===== src/rtl/ctrl_pkg.sv =====
// ---------------------------------------------------------------------------
// ctrl_pkg
// Shared types and constants for the multicycle control unit:
//   state_t    - FSM state encoding
//   opclass_t  - decoded instruction class
//   OP_*       - 11-bit opcode patterns (Op = instruction bits [31:21])
//   ALUOP_*    - ALUOp encodings driven to the datapath
// ---------------------------------------------------------------------------
package ctrl_pkg;

   typedef enum logic [3:0] {
      ST_IDLE   = 4'd0,
      ST_FETCH  = 4'd1,
      ST_DECODE = 4'd2,
      ST_ADDR   = 4'd3,
      ST_MEM    = 4'd4,
      ST_EXEC   = 4'd5,
      ST_WB     = 4'd6,
      ST_BRANCH = 4'd7,
      ST_EXC    = 4'd8
   } state_t;

   typedef enum logic [2:0] {
      OPC_LDUR    = 3'd0,
      OPC_STUR    = 3'd1,
      OPC_CBZ     = 3'd2,
      OPC_ADD     = 3'd3,
      OPC_SUB     = 3'd4,
      OPC_AND     = 3'd5,
      OPC_ORR     = 3'd6,
      OPC_INVALID = 3'd7
   } opclass_t;

   localparam logic [10:0] OP_LDUR    = 11'b11111000010;
   localparam logic [10:0] OP_STUR    = 11'b11111000000;
   localparam logic [7:0]  OP_CBZ_PFX = 8'b10110100;     // low 3 bits are don't-care
   localparam logic [10:0] OP_ADD     = 11'b10001011000;
   localparam logic [10:0] OP_SUB     = 11'b11001011000;
   localparam logic [10:0] OP_AND     = 11'b10001010000;
   localparam logic [10:0] OP_ORR     = 11'b10101010000;

   localparam logic [1:0] ALUOP_ADD  = 2'b00;
   localparam logic [1:0] ALUOP_PASS = 2'b01;
   localparam logic [1:0] ALUOP_FUNC = 2'b10;

   function automatic logic is_rtype(input opclass_t c);
      return (c == OPC_ADD) || (c == OPC_SUB) || (c == OPC_AND) || (c == OPC_ORR);
   endfunction

endpackage


===== src/rtl/multicycle_ctrl_op_class.sv =====
// ---------------------------------------------------------------------------
// op_class
// Combinational map from the 11-bit opcode field to an instruction class.
// Ports:
//   i_op    [10:0]  instruction bits [31:21]
//   o_class         decoded class (OPC_INVALID for anything unrecognised)
// ---------------------------------------------------------------------------
module op_class
   import ctrl_pkg::*;
(
   input  logic [10:0] i_op,
   output opclass_t    o_class
);

   always_comb begin
      o_class = OPC_INVALID;
      if (i_op[10:3] == OP_CBZ_PFX) begin
         o_class = OPC_CBZ;
      end else begin
         case (i_op)
            OP_LDUR: o_class = OPC_LDUR;
            OP_STUR: o_class = OPC_STUR;
            OP_ADD:  o_class = OPC_ADD;
            OP_SUB:  o_class = OPC_SUB;
            OP_AND:  o_class = OPC_AND;
            OP_ORR:  o_class = OPC_ORR;
            default: o_class = OPC_INVALID;
         endcase
      end
   end

endmodule


===== src/rtl/multicycle_ctrl.sv =====
// ---------------------------------------------------------------------------
// multicycle_ctrl
// Moore-style control FSM for a multicycle LEGv8-subset datapath. Outputs are
// decoded from the registered state plus the current opcode class; Zero and
// mem_ready only qualify strobes in the states that use them.
// Parameters:
//   MEM_TIMEOUT  cycles of mem_ready=0 tolerated in FETCH/MEM before trapping
// Ports:
//   clk, reset (async, active-high)
//   Op[10:0], Zero, mem_ready                         inputs
//   IRWrite, PCWrite, Reg2Loc, ALUSrc, MemtoReg,
//   RegWrite, MemRead, MemWrite, Branch, ALUOp[1:0]   datapath controls
//   Exc                                               sticky trap (until reset)
// Optional build macro MULTICYCLE_CTRL_PERF_EN adds retired[31:0] and
// cycles[31:0] performance counters.
// ---------------------------------------------------------------------------
module multicycle_ctrl
   import ctrl_pkg::*;
#(
   parameter int unsigned MEM_TIMEOUT = 15
) (
   input  logic        clk,
   input  logic        reset,
   input  logic [10:0] Op,
   input  logic        Zero,
   input  logic        mem_ready,
   output logic        IRWrite,
   output logic        PCWrite,
   output logic        Reg2Loc,
   output logic        ALUSrc,
   output logic        MemtoReg,
   output logic        RegWrite,
   output logic        MemRead,
   output logic        MemWrite,
   output logic        Branch,
   output logic [1:0]  ALUOp,
   output logic        Exc
`ifdef MULTICYCLE_CTRL_PERF_EN
   ,
   output logic [31:0] retired,
   output logic [31:0] cycles
`endif
);

   localparam int unsigned CW = (MEM_TIMEOUT < 2) ? 1 : $clog2(MEM_TIMEOUT + 1);

   state_t      r_state;
   state_t      w_next;
   opclass_t    w_class;
   logic [CW-1:0] r_wait;
   logic [CW-1:0] w_wait_inc;
   logic        w_timeout;
   logic        w_in_mem_wait;

   op_class u_op_class (
      .i_op    (Op),
      .o_class (w_class)
   );

   assign w_in_mem_wait = (r_state == ST_FETCH) || (r_state == ST_MEM);
   assign w_wait_inc    = r_wait + CW'(1);
   // The cycle that would bring the count to MEM_TIMEOUT is the last one spent waiting.
   assign w_timeout     = w_in_mem_wait && !mem_ready && (w_wait_inc == CW'(MEM_TIMEOUT));

   always_comb begin
      w_next = r_state;
      case (r_state)
         ST_IDLE:   w_next = ST_FETCH;
         ST_FETCH: begin
            if (w_timeout)      w_next = ST_EXC;
            else if (mem_ready) w_next = ST_DECODE;
         end
         ST_DECODE: begin
            if ((w_class == OPC_LDUR) || (w_class == OPC_STUR)) w_next = ST_ADDR;
            else if (is_rtype(w_class))                        w_next = ST_EXEC;
            else if (w_class == OPC_CBZ)                       w_next = ST_BRANCH;
            else                                               w_next = ST_EXC;
         end
         ST_ADDR:   w_next = ST_MEM;
         ST_MEM: begin
            if (w_timeout)      w_next = ST_EXC;
            else if (mem_ready) w_next = (w_class == OPC_LDUR) ? ST_WB : ST_FETCH;
         end
         ST_EXEC:   w_next = ST_WB;
         ST_WB:     w_next = ST_FETCH;
         ST_BRANCH: w_next = ST_FETCH;
         ST_EXC:    w_next = ST_EXC;
         default:   w_next = ST_IDLE;
      endcase
   end

   always_ff @(posedge clk or posedge reset) begin
      if (reset) begin
         r_state <= ST_IDLE;
         r_wait  <= '0;
      end else begin
         r_state <= w_next;
         // Any state change clears the count, which covers entry into FETCH and MEM.
         if (r_state != w_next)
            r_wait <= '0;
         else if (w_in_mem_wait && !mem_ready)
            r_wait <= w_wait_inc;
      end
   end

   always_comb begin
      IRWrite  = 1'b0;
      PCWrite  = 1'b0;
      Reg2Loc  = 1'b0;
      ALUSrc   = 1'b0;
      MemtoReg = 1'b0;
      RegWrite = 1'b0;
      MemRead  = 1'b0;
      MemWrite = 1'b0;
      Branch   = 1'b0;
      ALUOp    = ALUOP_ADD;
      Exc      = 1'b0;
      case (r_state)
         ST_FETCH: begin
            MemRead = 1'b1;
            IRWrite = mem_ready;
            PCWrite = mem_ready;
         end
         ST_DECODE: Reg2Loc = (w_class == OPC_STUR) || (w_class == OPC_CBZ);
         ST_ADDR: begin
            ALUSrc = 1'b1;
            ALUOp  = ALUOP_ADD;
         end
         ST_MEM: begin
            MemRead  = (w_class == OPC_LDUR);
            MemWrite = (w_class == OPC_STUR);
         end
         ST_EXEC:   ALUOp = ALUOP_FUNC;
         ST_WB: begin
            RegWrite = 1'b1;
            MemtoReg = (w_class == OPC_LDUR);
         end
         ST_BRANCH: begin
            Reg2Loc = 1'b1;
            ALUOp   = ALUOP_PASS;
            PCWrite = Zero;
            Branch  = Zero;
         end
         ST_EXC:    Exc = 1'b1;
         default: ;
      endcase
   end

`ifdef MULTICYCLE_CTRL_PERF_EN
   logic [31:0] r_cycles;
   logic [31:0] r_retired;

   always_ff @(posedge clk or posedge reset) begin
      if (reset) begin
         r_cycles  <= '0;
         r_retired <= '0;
      end else begin
         r_cycles <= r_cycles + 32'd1;
         if ((w_next == ST_FETCH) &&
             ((r_state == ST_WB) || (r_state == ST_MEM) || (r_state == ST_BRANCH)))
            r_retired <= r_retired + 32'd1;
      end
   end

   assign cycles  = r_cycles;
   assign retired = r_retired;
`endif

endmodule


===== config.mk =====
export PLATFORM = sky130hd
export DESIGN_NAME = multicycle_ctrl
export DESIGN_NICKNAME = d
export VERILOG_FILES = /design/src/rtl/ctrl_pkg.sv /design/src/rtl/multicycle_ctrl_op_class.sv /design/src/rtl/multicycle_ctrl.sv
export SDC_FILE = /design/constraint.sdc
export NUM_CORES = 1
export LEC_CHECK = 0
export CAP_MARGIN = 15
export CORE_MARGIN = 4
export CORE_UTILIZATION = 52
export CTS_BUF_LIST = sky130_fd_sc_hd__clkbuf_2 sky130_fd_sc_hd__clkbuf_4 sky130_fd_sc_hd__clkbuf_8
export CTS_CLUSTER_DIAMETER = 60
export DETAILED_ROUTE_END_ITERATION = 7
export PLACE_DENSITY = 0.9
export SLEW_MARGIN = 25
export SYNTH_ARGS = -nofsm -noshare
export SYNTH_HDL_FRONTEND = slang
export SYNTH_SLANG_ARGS = --single-unit
export TNS_END_PERCENT = 50

===== constraint.sdc =====
create_clock -name clk -period 5.4 [get_ports clk]
set_clock_uncertainty 0.05 [all_clocks]
set_input_delay 1.62 -clock clk [delete_from_list [all_inputs] [get_ports clk]]
set_output_delay 1.62 -clock clk [all_outputs]
set_load 0.1 [all_outputs]

# After elaboration in Yosys (flattened, before gate mapping)

Index checks and enable logic that the tools add are counted.

$add $sub $neg: 1
Muxes and demuxes: 24
Reductions and logical operators: 13
Eq/ne operators: 23

Operators by type and width:

| kind                 | number |
|---|---|
| $eq 11x11->1 const B | 6 |
| $mux 4               | 9 |
| $pmux 4 s7           | 1 |
| $pmux 3 s6           | 1 |
| $eq 4x3->1 const B   | 4 |
| $eq 3x3->1 const B   | 3 |
| $eq 4x2->1 const B   | 2 |
| $eq 4x4->1 const B   | 2 |
| $eq 8x8->1 const B   | 1 |
| $mux 1               | 7 |
| $eq 3x2->1 const B   | 2 |
| $logic_or 1x1->1     | 6 |
| $mux 3               | 2 |
| $pmux 1 s2           | 3 |
| $add 4x1->4 const B  | 1 |
| $eq 4x1->1 const B   | 1 |
| $logic_not 4->1      | 1 |
| $ne 4x4->1           | 1 |
| $pmux 2 s2           | 1 |
| $eq 3x1->1 const B   | 1 |
| $logic_not 3->1      | 1 |
| $reduce_or 3->1      | 1 |
| $logic_and 1x1->1    | 2 |
| $reduce_bool 2->1    | 1 |
| $logic_not 1->1      | 1 |

Word-level logic and storage cells: 63
Register bits after elaboration: 8

# Longest topological paths before layout

Gate-level depths: netlist of run 1.

Word-level depth: 12
Gate-level depth with buffers: 7
Depth with buffers taken out: 7

# Modules after synthesis

From an unflattened synthesis of run 1, not the netlist that was laid out.

Cell total of the unflattened synthesis: 118
Area, all modules: 914.6 um^2

Modules (own cells, without submodules):

| module          | seq. area each (um^2) | instances | area an instance (um^2) | cells each |
|---|---|---|---|---|
| multicycle_ctrl | 200.2                 | 1         | 759.5                   | 96 |
| op_class        | 0.0                   | 1         | 155.1                   | 22 |

# Least setup slack after synthesis of run 1

Ideal clock, no wire load.

Kind: input -> output
Start point: input Op[0]
End point: output MemWrite
Path buffers: 0
Arrival: 5,045 ps
Path slack: -1,315 ps
Stages: 3
Cell sequence: nor4b_1 nand4_1 nor4_1

Word-level cells in the longest chain between the ends: 5

RTL lines:

| element         | line                           | source |
|---|---|---|
| start, declared | multicycle_ctrl.sv:24          | `input logic [10:0] Op,` |
| $eq 11x11->1    | multicycle_ctrl_op_class.sv:20 | `case (i_op)` |
| $pmux 3 s6 *    | multicycle_ctrl_op_class.sv:20 |  |
| $mux 3 *        | multicycle_ctrl_op_class.sv:17 | `if (i_op[10:3] == OP_CBZ_PFX) begin` |
| $eq 3x1->1 *    | multicycle_ctrl.sv:131         | `MemWrite = (w_class == OPC_STUR);` |
| $mux 1 *        | multicycle_ctrl.sv:118         | `case (r_state)` |
| end, declared   | multicycle_ctrl.sv:34          | `output logic MemWrite,` |

Every way passes the cells marked *; elsewhere a longest branch is shown, timed or not.

# Final worst setup path of run 1

Start point: input Op[0]
End point: output MemtoReg

Word-level cells in the longest chain between the ends: 5

RTL lines:

| element           | line                           | source |
|---|---|---|
| $eq 11x11->1      | multicycle_ctrl_op_class.sv:20 |  |
| $pmux 3 s6 *      | multicycle_ctrl_op_class.sv:20 |  |
| $mux 3 *          | multicycle_ctrl_op_class.sv:17 |  |
| $logic_not 3->1 * | multicycle_ctrl.sv:136         | `MemtoReg = (w_class == OPC_LDUR);` |
| $mux 1 *          | multicycle_ctrl.sv:118         |  |
| end, declared     | multicycle_ctrl.sv:31          | `output logic MemtoReg,` |

Marked as above.

==> results of run 1 <==
-- Yosys cell counts (all sizes together), types with 2 or more instances --
master,n,area (um^2)
a21boi,2,15.02
a21oi,9,52.55
a31oi,2,12.51
and2,2,13.77
and3,2,12.51
buf,2,18.77
clkbuf,3,32.53
dfrtp,8,200.2
ha,2,25.02
inv,5,18.77
nand2,9,33.78
nand2b,5,31.28
nand3,2,10.01
nand4,2,12.51
nor2,17,63.81
nor3,5,30.03
nor4,4,31.28
o211ai,2,20.02
o21ai,7,35.03
or2,2,12.52
xnor2,3,26.28
-- metal layers --
metal	routed length (um)	vias to the layer above	part of all wire, %	GRT usage [%]
met5	0	-	0	0
met1	993	463	44	23.26
li1	-	482	-	-
met2	1101	51	49	32.38
met4	21	0	0.93	8.295
met3	149	2	6.6	6.325
-- area by class of cell --
type,instances,area [um^2]
Fill cell,117,332.8
Sequential cell,8,200.2
Timing Repair Buffer,27,325.3
Inverter,5,18.77
Multi-Input combinational cell,97,656.9
Tap cell,16,20.02
Clock buffer,3,22.52
-- power by group through the flow --
stage / logic (mW) / clock network, mW / registers, mW
global placement: 0.420 / 0 / 0.103
detailed placement: 0.429 / 0 / 0.105
floorplan: 0.347 / 0 / 0.0882
global route: 0.452 / 0.0539 / 0.110
finish: 0.430 / 0.0471 / 0.105
CTS: 0.429 / 0.0494 / 0.104
-- sequential cells by signal, summed over array words and instances, names as in the netlist --
register  count
r_wait        4
r_state       4
-- cells in the final DEF (no fill, tap or decap), types with 3 or more instances in the layout --
cell type         n
nor3_1            3
nand2b_1          5
clkbuf_4          3
o21ai_0           7
xnor2_1           3
inv_1             5
buf_12            6
a21oi_1           7
nand2_1           9
nor2_1           17
clkdlybuf4s50_1  19
dfrtp_1           8
-- worst max-delay path: stages --
cell and delay, ns:
clkdlybuf4s50_1 0.40, nor4b_1 0.47, and4_1 0.31, nand2_1 0.11, nor3_1 0.33, buf_12 0.23
-- metrics by stage --
step / area [um^2] / power (mW) / hold WS, ns / setup TNS (ns) / instances
2_1_floorplan: 927.1 / 0.4351 / 0.4886 / -0.8195 / 115
3_3_place_gp: 1221 / 0.5227 / 0.5352 / 0 / 153
3_5_place_dp: 1221 / 0.5336 / 0.5492 / 0 / 153
4_1_cts: 1244 / 0.5824 / 0.5605 / 0 / 156
5_1_grt: 1244 / 0.6161 / 0.5779 / 0 / 156
6_report: 1244 / 0.5821 / 0.5678 / 0 / 156
-- cell families after synthesis --
group / synth area share, %
buffers and inverters: 7.651
muxes: 2.322
DFF: 21.86
xor gates and xnor gates: 2.869
and+or+nand+nor: 36.89
adders and majority gates: 2.732
AOI/OAI and AO/OA: 25.68
-- path summary, 6_finish.rpt --
path	from	to	slack [ns]	depth (start not counted)
hold reg to reg	r_wait[3]	r_wait[3]	0.57	2
setup reg to reg	r_state[1]	r_wait[3]	3.42	6
setup / recovery	Op[0]	MemtoReg	0.26	6
min in group asynchronous	reset	r_wait[0]	1.53	2
hold / removal	r_wait[3]	r_wait[3]	0.57	2
max in group asynchronous	reset	r_wait[1]	3.55	2
==> reports/summary.txt, run 1 <==
=======================================================================================
Final cycle utilization of the critical path                                     95.22%
Source-to-sink clock delay at the later pin of the worst-skew pair              0.26 ns
Maximum clock frequency                                                       194.5 MHz
Port bufs                                                                            26
Startpoint types                                                           primary input
Placed wire-length estimate                                                     1841 um
Number of vias in the routed layout                                                 998
Pin count of the biggest net entering global routing                                 12
Count of hold-fix buffers inserted at cts                                             0
Number of global-route vias before repair                                           879
Clock buffers created by TritonCTS                                                    3
Floorplan die area                                                            2497 um^2
Share of total power consumed by net switching                                   58.02%
FF+latch count, synth                                                                 8
P_int                                                                          244.4 uW
Number of cells upsized or downsized after cts                                        0
Starting utilization of the core area                                            58.10%
Floorplan die width                                                            49.97 um
Total Routing Usage GR                                                           19.67%
Average wire per standard cell                                                 14.52 um
Residual overflow from global routing                                                 0
Final antenna diode count                                                             0
Weighted congestion at the end of routability-driven global placement            0.8598
H-Tree Level Count                                                                    1
I/O pin count                                                                        27
Total DRC errors in the routed layout                                                 0
Die Span Y                                                                     49.97 um
Total leakage power                                                           0.4816 nW
Layout overhead on the synthesized area                                          35.79%
Worst-path clk slew                                                             0.05 ns
Net total in the final layout                                                       159
Average vias per placed instance                                                  6.397
Type of element capturing the critical path                                  output pin
Psw                                                                            337.7 uW
Data arrival time of the critical path                                          3.47 ns
Post-synthesis average cell area                                             7.964 um^2
Number of failing hold endpoints at the final stage                                   0
Synth cell types                                                                     50
Worst slack after detailed placement                                          0.2675 ns
CP Data Required Time                                                           3.73 ns
Mapped Nets                                                                         132
Floorplan Core Area                                                           1577 um^2
Post-Synthesis Cell Area                                                     915.9 um^2
Combinational cell fraction of total power                                        73.9%
Clock tree root driver cell                                                    clkbuf_4
Max-cap violation count                                                               0
Initial antenna violation count                                                       0
Yosys Warn Count                                                                      0
Post CTS Setup Buffer Count                                                           0
Layout cells sized above 1                                                       19.29%
Sink count of the clock tree                                                          8
Final Max Tran Viols                                                                  0
Worst Path Max Fanout                                                                 3
Row count                                                                            14
Slew of the pin with the lowest slew margin                                   0.9644 ns
Number of violations reported at the end of detailed-routing iteration 0             31
Setup-violating endpoint count in the final report                                    0
Min-Delay Path Class                                                            reg2reg
Sequential cell area fraction in the yosys report                                21.86%
Power density over cell area                                               468.0 nW/um^2
Post-synthesis async set-or-reset flop share                                     100.0%
Number of enable-type register cells in the synthesized netlist                       0
Post-Syn Instances                                                                  115
Maximum resistive drop on vdd                                                 0.3045 mV
Number of optimization iterations in the first detailed-route pass                    4
Clock tree from TritonCTS                                                           yes
Max-slew headroom at the worst pin                                               35.51%
Routed Wire Length                                                              2265 um
Post-route core utilization                                                      78.89%
Critical setup path kind                                                         in2out
PnR worst setup slack                                                         0.2583 ns
Max clock buf depth                                                                   2
Top flip-flop cell by instance count after synthesis                            dfrtp_1
Wire length of the first global-routing pass                                    3767 um
Proportion of power drawn by flip-flops and latches                               18.0%
ANT nets after route                                                                  0
Status                                                                     complete, no violations
RSZ-0062 raised after global routing                                              false
Post-layout min period                                                         5.142 ns
Clk network pwr share                                                              8.1%
=======================================================================================
Power figures use the tool's default switching activity.
==> run 2: changes to the inputs <==
--- a/config.mk
+++ b/config.mk
@@ -6,11 +6,12 @@
 export NUM_CORES = 1
 export LEC_CHECK = 0
 export CAP_MARGIN = 15
-export CORE_MARGIN = 4
+export CORE_MARGIN = 2
 export CORE_UTILIZATION = 52
 export CTS_BUF_LIST = sky130_fd_sc_hd__clkbuf_2 sky130_fd_sc_hd__clkbuf_4 sky130_fd_sc_hd__clkbuf_8
 export CTS_CLUSTER_DIAMETER = 60
 export DETAILED_ROUTE_END_ITERATION = 7
+export GPL_ROUTABILITY_DRIVEN = 0
 export PLACE_DENSITY = 0.9
 export SLEW_MARGIN = 25
 export SYNTH_ARGS = -nofsm -noshare
==> reports/summary.txt, run 2 (same netlist as run 1, synthesis figures left out) <==
=======================================================================================
Psw                                                                            332.1 uW   was 337.7 uW
Proportion of power drawn by flip-flops and latches                               18.5%   was 18.0%
Share of total power consumed by net switching                                   58.35%   was 58.02%
Clock tree from TritonCTS                                                           yes   unchanged
Peak per-stage delay on the critical path                                       0.51 ns   was 0.47 ns
Die Span Y                                                                     45.97 um   was 49.97 um
Residual overflow from global routing                                                 0   unchanged
Number of cells upsized or downsized after cts                                        0   unchanged
Post CTS Setup Buffer Count                                                           0   unchanged
Critical setup path kind                                                         in2out   unchanged
Number of cell instances on the worst register-to-register path                       6   unchanged
CP Data Required Time                                                           3.73 ns   about the same
Number of vias in the routed layout                                                 951   was 998
Final antenna diode count                                                             0   unchanged
Largest delay share family, worst path                                     compound AO/OA/AOI/OAI gates   was simple AND/OR/NAND/NOR gates
Total Routing Usage GR                                                           24.53%   was 19.67%
Minimum setup slack among reg-to-reg paths                                      3.44 ns   was 3.42 ns
I/O pin count                                                                        27   unchanged
PnR worst setup slack                                                         0.2366 ns   was 0.2583 ns
Most frequent standard cell in the layout excluding fill and tap cells     clkdlybuf4s50_1   unchanged
Total leakage power                                                           0.4784 nW   was 0.4816 nW
Setup TNS                                                                          0 ns   unchanged
Worst setup path end                                                            Reg2Loc   was MemtoReg
Leading cell types in the layout, fill and taps excluded                   clkdlybuf4s50_1 (19), nor2_1 (17), nand2_1 (9)   unchanged
Power density over cell area                                               461.8 nW/um^2   was 468.0 nW/um^2
Count of hold-fix buffers inserted at cts                                             0   unchanged
Max-cap violation count                                                               0   unchanged
Crit path cell chain                                                       clkdlybuf4s50_1 > or3b_4 > o32a_2 > o21ai_0 > a31o_2 > buf_12   was clkdlybuf4s50_1 > nor4b_1 > and4_1 > nand2_1 > nor3_1 > buf_12
Fill cell count                                                                     132   was 117
Clk network pwr share                                                              7.6%   was 8.1%
Worst slack after detailed placement                                          0.2312 ns   was 0.2675 ns
Clock buffers created by TritonCTS                                                    3   unchanged
Reg2reg end                                                                   r_wait[3]   unchanged
Floorplan die width                                                            45.97 um   was 49.97 um
Data arrival time of the critical path                                          3.49 ns   was 3.47 ns
Number of failing hold endpoints at the final stage                                   0   unchanged
Setup-violating endpoint count in the final report                                    0   unchanged
Combined area of the multi-input logic cells                                 656.9 um^2   unchanged
Average vias per placed instance                                                  6.057   was 6.397
Slowest stage cell on the critical path                                    clkdlybuf4s50_1   was nor4b_1
Combinational cell fraction of total power                                        73.8%   was 73.9%
Type of element capturing the critical path                                  output pin   unchanged
Routed Wire Length                                                              2193 um   was 2265 um
Startpoint types                                                           primary input   unchanged
Average wire per standard cell                                                 13.97 um   was 14.52 um
Floorplan die area                                                            2113 um^2   was 2497 um^2
Worst hold-check slack                                                        0.5582 ns   was 0.5678 ns
Final Max Tran Viols                                                                  0   unchanged
Status                                                                     complete, no violations   unchanged
Clock tree root driver cell                                                    clkbuf_4   unchanged
Max-slew headroom at the worst pin                                               35.39%   was 35.51%
Net total in the final layout                                                       159   unchanged
FF+latch area                                                                200.2 um^2   unchanged
Wire length of the first global-routing pass                                    3870 um   was 3767 um
Floorplan Core Area                                                           1689 um^2   was 1577 um^2
Source-to-sink clock delay at the later pin of the worst-skew pair              0.24 ns   was 0.26 ns
Slew of the pin with the lowest slew margin                                   0.9661 ns   was 0.9644 ns
Number of violations reported at the end of detailed-routing iteration 0             33   was 31
Number of optimization iterations in the first detailed-route pass                    4   unchanged
Total DRC errors in the routed layout                                                 0   unchanged
Max clock buf depth                                                                   2   unchanged
Post-layout min period                                                         5.163 ns   was 5.142 ns
Final cycle utilization of the critical path                                     95.62%   was 95.22%
Starting utilization of the core area                                            54.22%   was 58.10%
Placed wire-length estimate                                                     1824 um   was 1841 um
Min-Delay Path Class                                                            reg2reg   unchanged
Post-route core utilization                                                      72.96%   was 78.89%
Maximum clock frequency                                                       193.7 MHz   was 194.5 MHz
Port bufs                                                                            26   unchanged
Pin count of the biggest net entering global routing                                 12   unchanged
Worst-path clk slew                                                             0.05 ns   about the same
Layout cells sized above 1                                                       19.29%   unchanged
Sink count of the clock tree                                                          8   unchanged
Buf+Inv Stages, Crit Path                                                             2   unchanged
Stages on worst setup path                                                            6   unchanged
Row count                                                                            15   was 14
H-Tree Level Count                                                                    1   unchanged
RSZ-0062 raised after global routing                                              false   unchanged
ANT nets after route                                                                  0   unchanged
Maximum resistive drop on vdd                                                 0.3373 mV   was 0.3045 mV
Worst Path Max Fanout                                                                 6   was 3
Beginning of the critical path                                                    Op[1]   was Op[0]
P_int                                                                          237.0 uW   was 244.4 uW
Regs by FF count                                                           r_state x4, r_wait x4   unchanged
Launch point of the worst reg-to-reg path                                    r_state[2]   was r_state[1]
Layout overhead on the synthesized area                                          34.56%   was 35.79%
Number of global-route vias before repair                                           886   was 879
Initial antenna violation count                                                       0   unchanged
=======================================================================================
-- run 2: per-stage QoR --
| stage | total power [mW] | area (um^2) | cells |
|---|---|---|---|
| 2_1_floorplan | 0.4351 | 927.1 | 115 |
| 3_3_place_gp | 0.5139 | 1210 | 154 |
| 3_5_place_dp | 0.5242 | 1210 | 154 |
| 4_1_cts | 0.5694 | 1232 | 157 |
| 5_1_grt | 0.6071 | 1232 | 157 |
| 6_report | 0.5691 | 1232 | 157 |
-- run 2: power groups by stage --
stage                     clock network, mW  registers, mW  logic [mW]
after floorplan                           0         0.0882       0.347
final                                0.0435          0.106       0.420
after global placement                    0          0.103       0.411
after global routing                 0.0510          0.109       0.448
after detailed placement                  0          0.105       0.419
after CTS                            0.0449          0.104       0.420
-- run 2: metal layers --
metal	wire length [um]	vias up	track usage (%)	share of wire, %
met5	0	-	0	0
met4	40	0	8.571	1.8
met3	121	4	1.984	5.5
met2	1030	44	39.17	47
met1	1002	424	34.38	46
li1	-	479	-	-
-- run 2: how the worst min path moves through the flow --
stage               startpoint        end  cells past startpoint
floorplan            r_wait[3]  r_wait[3]                      2
global placement     r_wait[3]  r_wait[3]                      2
detailed placement   r_wait[2]  r_wait[2]                      2
CTS                  r_wait[2]  r_wait[2]                      2
global route         r_wait[3]  r_wait[3]                      2
finish               r_wait[2]  r_wait[2]                      2
-- run 2: cell type report --
cell class,instances,share of cell area (%)
Clock buffer,3,1.827
Inverter,5,1.523
Sequential cell,8,16.24
Multi-Input combinational cell,97,53.30
Timing Repair Buffer,27,25.38
Tap cell,17,1.726
-- run 2: worst register-to-register path, delay by kind of cell (launching register included) --
kind | cells | cell delay [ns]
AOI/OAI and AO/OA | 1 | 0.25
DFF | 1 | 0.53
and+or+nand+nor | 5 | 1.02
